File: src/rtl/sorter_pkg.sv
// Shared types and sizing for the 8-entry odd-even transposition sorter.
// Also holds the sequencer state encoding used by sorter_core.
package sorter_pkg;

  localparam int WIDTH    = 8;
  localparam int N_ELEM   = 8;
  localparam int N_PHASES = 8;
  localparam int PHASE_W  = 3;

  typedef logic [WIDTH-1:0] elem_t;

  typedef enum logic [1:0] {
    ST_IDLE = 2'd0,
    ST_BUSY = 2'd1,
    ST_DONE = 2'd2
  } sort_state_t;

  localparam logic [PHASE_W-1:0] LAST_PHASE = PHASE_W'(N_PHASES - 1);

  // Terminal-count compare for the phase counter.
  function automatic logic is_last_phase(input logic [PHASE_W-1:0] phase);
    return phase == LAST_PHASE;
  endfunction

endpackage

File: src/rtl/sorter_if.sv
// Load/operand/result bundle between a sorter client (master) and sorter_core (slave).
interface sorter_if;
  import sorter_pkg::*;

  logic  load;
  elem_t in0, in1, in2, in3, in4, in5, in6, in7;
  logic  sorted;
  elem_t out0, out1, out2, out3, out4, out5, out6, out7;

  modport master (
    output load, in0, in1, in2, in3, in4, in5, in6, in7,
    input  sorted, out0, out1, out2, out3, out4, out5, out6, out7
  );

  modport slave (
    input  load, in0, in1, in2, in3, in4, in5, in6, in7,
    output sorted, out0, out1, out2, out3, out4, out5, out6, out7
  );

endinterface

File: src/rtl/sorter_cas.sv
// Combinational unsigned compare-and-swap: lo = min, hi = max.
// Ties keep the original order (lo takes a), so equal keys never move.
module sorter_cas
  import sorter_pkg::*;
(
  input  elem_t a,
  input  elem_t b,
  output elem_t lo,
  output elem_t hi
);

  logic swap;

  assign swap = a > b;
  assign lo   = swap ? b : a;
  assign hi   = swap ? a : b;

endmodule

File: src/rtl/sorter_core.sv
// Sequential 8-entry ascending sorter: one odd-even transposition phase per clock,
// fixed 8-phase latency after load, result held until the next load or reset.
//
// state   | meaning
// ST_IDLE | after reset, no result yet (sorted=0)
// ST_BUSY | applying compare-exchange phases, phase counter advancing
// ST_DONE | all 8 phases applied, outputs frozen, sorted=1
module sorter_core
  import sorter_pkg::*;
(
  input  logic     clock,
  input  logic     reset,
  sorter_if.slave  sif
);

  sort_state_t          state_q, state_n;
  logic [PHASE_W-1:0]   phase_q, phase_n;
  elem_t                d_q    [N_ELEM];
  elem_t                d_n    [N_ELEM];
  elem_t                in_v   [N_ELEM];
  elem_t                even_v [N_ELEM];
  elem_t                odd_v  [N_ELEM];

  assign in_v[0] = sif.in0;
  assign in_v[1] = sif.in1;
  assign in_v[2] = sif.in2;
  assign in_v[3] = sif.in3;
  assign in_v[4] = sif.in4;
  assign in_v[5] = sif.in5;
  assign in_v[6] = sif.in6;
  assign in_v[7] = sif.in7;

  // Even phase: pairs (0,1)(2,3)(4,5)(6,7).
  for (genvar g = 0; g < N_ELEM / 2; g++) begin : g_even
    sorter_cas u_cas (
      .a  (d_q[2*g]),
      .b  (d_q[2*g+1]),
      .lo (even_v[2*g]),
      .hi (even_v[2*g+1])
    );
  end

  // Odd phase: pairs (1,2)(3,4)(5,6); the end elements pass through.
  assign odd_v[0]        = d_q[0];
  assign odd_v[N_ELEM-1] = d_q[N_ELEM-1];
  for (genvar g = 0; g < N_ELEM / 2 - 1; g++) begin : g_odd
    sorter_cas u_cas (
      .a  (d_q[2*g+1]),
      .b  (d_q[2*g+2]),
      .lo (odd_v[2*g+1]),
      .hi (odd_v[2*g+2])
    );
  end

  always_ff @(posedge clock or posedge reset) begin
    if (reset) begin
      state_q <= ST_IDLE;
      phase_q <= '0;
      for (int i = 0; i < N_ELEM; i++) d_q[i] <= '0;
    end else begin
      state_q <= state_n;
      phase_q <= phase_n;
      for (int i = 0; i < N_ELEM; i++) d_q[i] <= d_n[i];
    end
  end

  // A load always wins, so a load mid-sort simply restarts the sequence.
  always_comb begin
    state_n = state_q;
    phase_n = phase_q;
    for (int i = 0; i < N_ELEM; i++) d_n[i] = d_q[i];

    if (sif.load) begin
      for (int i = 0; i < N_ELEM; i++) d_n[i] = in_v[i];
      phase_n = '0;
      state_n = ST_BUSY;
    end else if (state_q == ST_BUSY) begin
      for (int i = 0; i < N_ELEM; i++) d_n[i] = phase_q[0] ? odd_v[i] : even_v[i];
      phase_n = phase_q + PHASE_W'(1);
      if (is_last_phase(phase_q)) state_n = ST_DONE;
    end
  end

  assign sif.sorted = (state_q == ST_DONE);
  assign sif.out0   = d_q[0];
  assign sif.out1   = d_q[1];
  assign sif.out2   = d_q[2];
  assign sif.out3   = d_q[3];
  assign sif.out4   = d_q[4];
  assign sif.out5   = d_q[5];
  assign sif.out6   = d_q[6];
  assign sif.out7   = d_q[7];

endmodule

File: src/flat_wrapper.sv
// flat-port wrapper written by rule: the top's interface ports become plain ports
module sorter_core_flat import sorter_pkg::*;
  (clock, reset, sif_load, sif_in0, sif_in1, sif_in2, sif_in3, sif_in4, sif_in5, sif_in6, sif_in7, sif_sorted, sif_out0, sif_out1, sif_out2, sif_out3, sif_out4, sif_out5, sif_out6, sif_out7);
  sorter_if sif_i ();
  input  logic clock;
  input  logic reset;
  input wire logic [$bits(sif_i.load)-1:0] sif_load;
  input wire logic [$bits(sif_i.in0)-1:0] sif_in0;
  input wire logic [$bits(sif_i.in1)-1:0] sif_in1;
  input wire logic [$bits(sif_i.in2)-1:0] sif_in2;
  input wire logic [$bits(sif_i.in3)-1:0] sif_in3;
  input wire logic [$bits(sif_i.in4)-1:0] sif_in4;
  input wire logic [$bits(sif_i.in5)-1:0] sif_in5;
  input wire logic [$bits(sif_i.in6)-1:0] sif_in6;
  input wire logic [$bits(sif_i.in7)-1:0] sif_in7;
  output wire logic [$bits(sif_i.sorted)-1:0] sif_sorted;
  output wire logic [$bits(sif_i.out0)-1:0] sif_out0;
  output wire logic [$bits(sif_i.out1)-1:0] sif_out1;
  output wire logic [$bits(sif_i.out2)-1:0] sif_out2;
  output wire logic [$bits(sif_i.out3)-1:0] sif_out3;
  output wire logic [$bits(sif_i.out4)-1:0] sif_out4;
  output wire logic [$bits(sif_i.out5)-1:0] sif_out5;
  output wire logic [$bits(sif_i.out6)-1:0] sif_out6;
  output wire logic [$bits(sif_i.out7)-1:0] sif_out7;
  assign sif_i.load = sif_load;
  assign sif_i.in0 = sif_in0;
  assign sif_i.in1 = sif_in1;
  assign sif_i.in2 = sif_in2;
  assign sif_i.in3 = sif_in3;
  assign sif_i.in4 = sif_in4;
  assign sif_i.in5 = sif_in5;
  assign sif_i.in6 = sif_in6;
  assign sif_i.in7 = sif_in7;
  assign sif_sorted = sif_i.sorted;
  assign sif_out0 = sif_i.out0;
  assign sif_out1 = sif_i.out1;
  assign sif_out2 = sif_i.out2;
  assign sif_out3 = sif_i.out3;
  assign sif_out4 = sif_i.out4;
  assign sif_out5 = sif_i.out5;
  assign sif_out6 = sif_i.out6;
  assign sif_out7 = sif_i.out7;
  sorter_core u_core (.clock(clock), .reset(reset), .sif(sif_i));
endmodule
File: config.mk
export PLATFORM = sky130hd
export DESIGN_NAME = sorter_core_flat
export DESIGN_NICKNAME = d
export VERILOG_FILES = /design/src/rtl/sorter_pkg.sv /design/src/rtl/sorter_if.sv /design/src/rtl/sorter_cas.sv /design/src/rtl/sorter_core.sv /design/src/flat_wrapper.sv
export SDC_FILE = /design/constraint.sdc
export NUM_CORES = 1
export LEC_CHECK = 0
export CAP_MARGIN = 25
export CORE_ASPECT_RATIO = 1.4
export CORE_UTILIZATION = 50
export DETAILED_ROUTE_END_ITERATION = 8
export GPL_TIMING_DRIVEN = 0
export PLACE_DENSITY = 0.84
export RECOVER_POWER = 25
export SYNTH_ARGS = -nofsm -noshare
export SYNTH_HDL_FRONTEND = slang
export SYNTH_SLANG_ARGS = --single-unit
File: constraint.sdc
create_clock -name clock -period 3.1 [get_ports clock]
set_input_delay 0.775 -clock clock [delete_from_list [all_inputs] [get_ports clock]]
set_output_delay 0.775 -clock clock [all_outputs]
set_load 0.1 [all_outputs]
==> results of run 1 <==
-- layout make-up --
cell class                 count  area, um^2  area share, %
sequential                    69        1727          24.56
clock buffer                  13       280.3          3.986
tap                          135       168.9          2.402
multi-input combinational    400        3153          44.84
clock inverter                 3       65.06         0.9253
buffer                        21       93.84          1.335
inverter                      62       232.7          3.310
timing repair buffer         131        1311          18.65
-- critical path, stage by stage, from the launching register on --
cell and delay, ns:
dfrtp_1 0.41, nor2b_1 0.12, clkdlybuf4s50_1 1.13
-- how the worst max path moves through the flow --
stage,from,end,slack (ns),depth (start not counted)
after global placement,reset,u_core.sif.out0[4],-0.70,2
after global routing,sif_load,u_core.sif.out2[1],0.25,6
after floorplan,u_core.sif.out7[7],u_core.sif.out7[0],0.33,7
after CTS,u_core.state_q[0],sif_sorted,0.32,2
final,u_core.state_q[0],sif_sorted,0.32,2
after detailed placement,sif_load,u_core.sif.out6[3],0.15,6
-- synthesized netlist by cell type (2+ instances only) --
library cell,n,area (um^2)
and4_1,2,17.52
clkbuf_1,5,18.77
a21o_1,3,22.52
nor3_1,2,10.01
nor2_2,2,12.51
ha_1,58,725.7
nor2_4,3,33.78
mux2i_1,114,1141
o211ai_1,6,45.04
o21a_1,4,30.03
nor2_1,58,217.7
nand4_1,13,81.33
dfrtp_1,69,1727
inv_1,62,232.7
a211o_1,3,26.28
o21ai_0,19,95.09
buf_2,9,45.04
a21oi_4,2,32.53
or2_2,2,12.51
mux2_2,8,90.09
a311oi_1,2,17.52
nor2b_1,7,43.79
a21oi_1,68,340.3
o21ai_2,2,17.52
nand2_1,14,52.55
buf_1,6,22.52
-- per-stage QoR --
stage          setup TNS (ns)  utilization [%]  worst slack, ns  cells  hold WS, ns
2_1_floorplan               0                -           0.3325    552       0.4873
3_3_place_gp           -48.25            66.82          -0.7048    818       0.5008
3_5_place_dp                0            66.84           0.1529    818       0.5401
4_1_cts                     0            70.29           0.3151    834       0.5527
5_1_grt                     0            70.27           0.2530    834       0.5629
6_report                    0            70.27           0.3187    834       0.5473
-- registers in the layout, summed over array words and instances (netlist names) --
name             cells
u_core.sif.out0      8
u_core.sif.out1      8
u_core.sif.out2      8
u_core.sif.out3      8
u_core.sif.out4      8
u_core.sif.out5      8
u_core.sif.out6      8
u_core.sif.out7      8
u_core.phase_q       3
u_core.state_q       2
-- routing by layer --
metal  vias up  share of wire (%)  wire [um]
li1       2232                  -          -
met1      2363                 36       5813
met2       269                 53       8649
met3        64                6.4       1030
met4         0                4.4        709
met5         -                  0          0
-- cells in the final DEF, fill, tap and decap left out, drive strengths merged, types with 2 or more instances in the layout --
master,instances
bufinv,2
o21a,4
clkbuf,18
and4,2
nor2,63
a311oi,3
mux2,8
nor2b,7
or2,2
clkdlybuf4s50,130
nor3,2
o211ai,6
nand4,13
buf,16
nand2,14
mux2i,114
a211o,3
dfrtp,69
ha,58
inv,62
a21oi,70
o21ai,21
a21o,3
-- cells by family after synthesis --
family,count (synthesis),synth area share (%)
flops,69,33.17
simple gates,105,9.469
fa+ha+maj,58,13.94
mux,122,23.65
buf+inv,83,6.272
compound gates,114,13.34
xor+xnor,1,0.1683
==> results.py, run 1 <==
metrics = {
    "timing": {
        "hold_viol_final": 0,
        "rsz0062_at_grt": "false",
        "drv_slew": 70,
        "relSlewSlack_pct": -1.432,
        "finalCritPeriodShare_pct": 89.72,
        "fin_crit_ns": 2.781,
        "clock_skew_ns": 0.007756,
        "max_freq_mhz": 359.5,
        "setup_violations": 0,
        "worst_pin_slew_ns": 1.521,
    },
    "worst_setup_path": {
        "critPathMaxFanout": 4,
        "rr_endpoint": "u_core.sif.out0[5]",
        "worst_ep_arrival_time_ns": 2.01,
        "start_kind": "flip-flop",
        "r2r_start": "u_core.sif.out1[7]",
        "worst-setup-path-type": "reg -> out",
        "reg2reg_slack_ns": 0.65,
        "worstPathRequired_ns": 2.32,
        "reg2regPathDepth": 7,
        "endpoint_kind": "output pin",
    },
    "clock_network": {
        "post-cts-setup-buffers": 0,
        "cts.repair.resized": 0,
        "cts_tree": "yes",
        "clk_latency_ns": 0.34,
        "cts_max_path_buffers": 2,
        "clk_pin_slew_ns": 0.05,
        "cts-root-buf": "clkbuf_16",
        "cts_max_level": 3,
        "ctsHoldBuffers": 0,
        "numCtsBuffers": 9,
        "cts.sinks": 69,
    },
    "route": {
        "wl_mm": 16.20,
        "routedWlPerCell_um": 19.43,
        "drc_errors": 0,
        "drt_iter0_drc": 298,
        "via_per_inst": 5.909,
        "drtAntennaViolNets": 0,
        "first_pass_iters": 5,
        "vias": 4928,
    },
    "synthesis": {
        "ys_seq_area_share_pct": 33.17,
        "async_flop_share_pct": 100.0,
        "synth_ff_type": "dfrtp_1",
        "synthesis.instances": 552,
        "synth_seq_cells": 69,
        "syn_area_um2": 5206,
        "ys_types": 35,
        "synth_nets": 677,
        "synth_edf_count": 0,
        "ys_warn_count": 0,
        "avgSynthCellArea_um2": 9.432,
    },
    "floorplanning": {
        "initial_utilization_pct": 52.03,
        "coreArea_um2": 10010,
        "die_x_um": 88.24,
        "die_h_um": 122.7,
        "rows": 43,
        "die-area_um2": 10830,
        "design.portCount": 132,
    },
    "cells_and_area": {
        "fillers": 771,
        "drive_above_1_share_pct": 6.867,
        "design_area_um2": 7032,
        "antenna_cells": 0,
        "area_growth_pct": 35.06,
        "nets": 819,
    },
    "global_route": {
        "use_met1_pct": 34.99,
        "grt_pass1_vias": 5171,
        "grt.busiest_layer": "met2",
        "grt_overflow": 0,
        "grtUsageMet2_pct": 55.72,
        "antenna_found_initial": 0,
        "grt_use_total_pct": 31.29,
        "grt_max_degree": 70,
        "grt_pass1_wl_mm": 25.25,
        "use_met3_pct": 3.564,
    },
    "outcome": {
        "status": "complete, but fails checks",
        "violations": "max-capacitance violations, max-slew violations",
    },
    "place": {
        "port-buffer-count": 131,
        "gp_congestion": 0.8352,
        "place_hpwl_mm": 12.05,
        "dpl_cell_area_um2": 6689,
    },
    "hold_path": {
        "hold_depth": 2,
        "worstHoldEndpoint": "u_core.phase_q[1]",
        "worstHoldPathType": "reg -> reg",
        "worstHoldStart": "u_core.phase_q[1]",
    },
    "flow_run": {
        "drv_cap": 1,
    },
}
Power of run 1 is left out: the tool's default activity adds up to more than one toggle a clock period on the data nets, which glitch-free logic cannot reach.
==> run 2, diff against run 1 <==
--- a/config.mk
+++ b/config.mk
@@ -5,7 +5,7 @@
 export SDC_FILE = /design/constraint.sdc
 export NUM_CORES = 1
 export LEC_CHECK = 0
-export CAP_MARGIN = 25
+export CAP_MARGIN = 10
 export CORE_ASPECT_RATIO = 1.4
 export CORE_UTILIZATION = 50
 export DETAILED_ROUTE_END_ITERATION = 8
==> results of run 2 <==
Final layout, timing and power as in run 1 (identical DEF).
Power of run 2 is left out for the same reason.
==> run 3, diff against run 2 <==
--- a/config.mk
+++ b/config.mk
@@ -5,12 +5,13 @@
 export SDC_FILE = /design/constraint.sdc
 export NUM_CORES = 1
 export LEC_CHECK = 0
+export ABC_CLOCK_PERIOD_IN_PS = 3400
 export CAP_MARGIN = 10
 export CORE_ASPECT_RATIO = 1.4
-export CORE_UTILIZATION = 50
+export CORE_UTILIZATION = 54
 export DETAILED_ROUTE_END_ITERATION = 8
 export GPL_TIMING_DRIVEN = 0
-export PLACE_DENSITY = 0.84
+export PLACE_DENSITY = 0.9
 export RECOVER_POWER = 25
 export SYNTH_ARGS = -nofsm -noshare
 export SYNTH_HDL_FRONTEND = slang
==> constraint.sdc (replaced) <==
create_clock -name clock -period 3.4 [get_ports clock]
set_input_delay 0.85 -clock clock [delete_from_list [all_inputs] [get_ports clock]]
set_output_delay 0.85 -clock clock [all_outputs]
set_load 0.1 [all_outputs]
==> run 3 against run 2 <==
  * The flow finishes with violations (max-capacitance violations)
  * Non-clock buffer count stayed put
  * Worst setup slack better by 0.13 ns
  * Cell area is 1.5% lower
  * Sequential share of layout area grew 0.37 points
  * Clock skew fell by 0.00067 ns
  * Die area decreased by 7.3%
  * Via count fell by 0.65%
  * First-iteration DRC count increased by 18%
  * Register-to-register slack improved by 0.29 ns
  * Global-route usage rose by 1.1 points
  * Routed wire length decreased by 2.9%
  * Count of clock-buffer cells in the layout rose by 2
  * Critical endpoint unchanged
==> results.py, run 3 (same netlist as run 1, synthesis figures left out) <==
metrics = {
    "outcome": {
        "status": "complete, but fails checks",
        "violations": "max-capacitance violations",
    },
    "clock_network": {
        "cts-root-buf": "clkbuf_16",
        "numCtsBuffers": 9,
        "cts_tree": "yes",
        "cts_max_path_buffers": 2,
        "clk_latency_ns": 0.33,
        "clk_pin_slew_ns": 0.06,
        "cts.repair.resized": 0,
        "post-cts-setup-buffers": 0,
        "ctsHoldBuffers": 0,
        "cts_max_level": 3,
        "cts.sinks": 69,
    },
    "place": {
        "port-buffer-count": 131,
        "place_hpwl_mm": 11.89,
        "gp_congestion": 0.8540,
    },
    "route": {
        "drtAntennaViolNets": 0,
        "routedWlPerCell_um": 19.46,
        "wl_mm": 15.74,
        "vias": 4896,
        "drc_errors": 0,
        "drt_iter0_drc": 353,
        "via_per_inst": 6.052,
        "first_pass_iters": 5,
    },
    "floorplanning": {
        "coreArea_um2": 9407,
        "initial_utilization_pct": 55.35,
        "rows": 42,
        "die_x_um": 84.99,
        "die_h_um": 118.2,
        "design.portCount": 132,
        "die-area_um2": 10040,
    },
    "worst_setup_path": {
        "worstPathRequired_ns": 2.55,
        "start_kind": "flip-flop",
        "critPathMaxFanout": 4,
        "worst_ep_arrival_time_ns": 2.10,
        "endpoint_kind": "output pin",
        "worst-setup-path-type": "reg -> out",
    },
    "timing": {
        "relSlewSlack_pct": 0.08165,
        "hold_viol_final": 0,
        "worst_pin_slew_ns": 1.499,
        "hold-worst-slack_ns": 0.5604,
        "fin_crit_ns": 2.948,
        "clock_skew_ns": 0.007084,
        "finalCritPeriodShare_pct": 86.72,
        "rsz0062_at_grt": "false",
        "drv_slew": 0,
        "max_freq_mhz": 339.2,
        "setup_violations": 0,
    },
    "cells_and_area": {
        "area_growth_pct": 33.07,
        "mostFrequentLayoutCells": "clkdlybuf4s50_1, mux2i_1, dfrtp_1",
        "drive_above_1_share_pct": 6.295,
        "multi_input_area_um2": 3153,
        "nets": 819,
        "layout_commonest_cell": "clkdlybuf4s50_1",
        "regArea_um2": 1727,
        "antenna_cells": 0,
        "fillers": 655,
    },
    "hold_path": {
        "worstHoldPathType": "reg -> reg",
    },
    "global_route": {
        "grt_overflow": 0,
        "antenna_found_initial": 0,
        "grt_use_total_pct": 32.40,
        "grt_pass1_wl_mm": 25.08,
        "grt_max_degree": 70,
        "grt_pass1_vias": 5306,
    },
    "flow_run": {
        "drv_cap": 1,
    },
}
## run 3: cell type report
type,instances,area share [%]
Multi-Input combinational cell,400,45.51
Sequential cell,69,24.92
Timing Repair Buffer,131,18.93
Clock buffer,15,3.865
Inverter,62,3.359
Tap cell,110,1.987
Buffer,21,1.355
Clock inverter,1,0.07224
## run 3: routing by layer
metal  part of all wire (%)  wire (um)  GRT usage [%]  vias up
li1                       -          -              -     2238
met1                     37       5825          34.97     2352
met2                     53       8317          57.81      235
met3                    5.1        806          5.307       71
met4                    5.0        790          20.55        0
met5                      0          0              0        -
## run 3: per-stage QoR
step	util [%]	instances	area (um^2)	TNS, ns	worst slack (ns)
3_5_place_dp	70.78	793	6658	0	0.4126
6_report	73.65	809	6928	0	0.4516
2_1_floorplan	-	552	5206	0	0.6325
5_1_grt	73.65	809	6928	0	0.4275
3_3_place_gp	70.75	793	6655	-26.23	-0.3863
4_1_cts	73.68	809	6930	0	0.4573
## run 3: worst max-delay path, stage by stage (launching register included)
cell	delay (ns)
dfrtp_1	0.40
nor2b_1	0.20
clkdlybuf4s50_1	1.16
## run 3: final timing paths
kind | start | end | slack (ns) | cells past startpoint
max in group asynchronous | reset | u_core.sif.out7[5] | 1.07 | 2
hold reg to reg | u_core.state_q[0] | u_core.state_q[0] | 0.56 | 1
hold / removal | u_core.state_q[0] | u_core.state_q[0] | 0.56 | 1
setup / recovery | u_core.state_q[0] | sif_sorted | 0.45 | 2
min in group asynchronous | reset | u_core.sif.out7[1] | 1.38 | 2
setup reg to reg | u_core.sif.out6[1] | u_core.sif.out7[0] | 0.94 | 7
Power of run 3 is left out for the same reason.
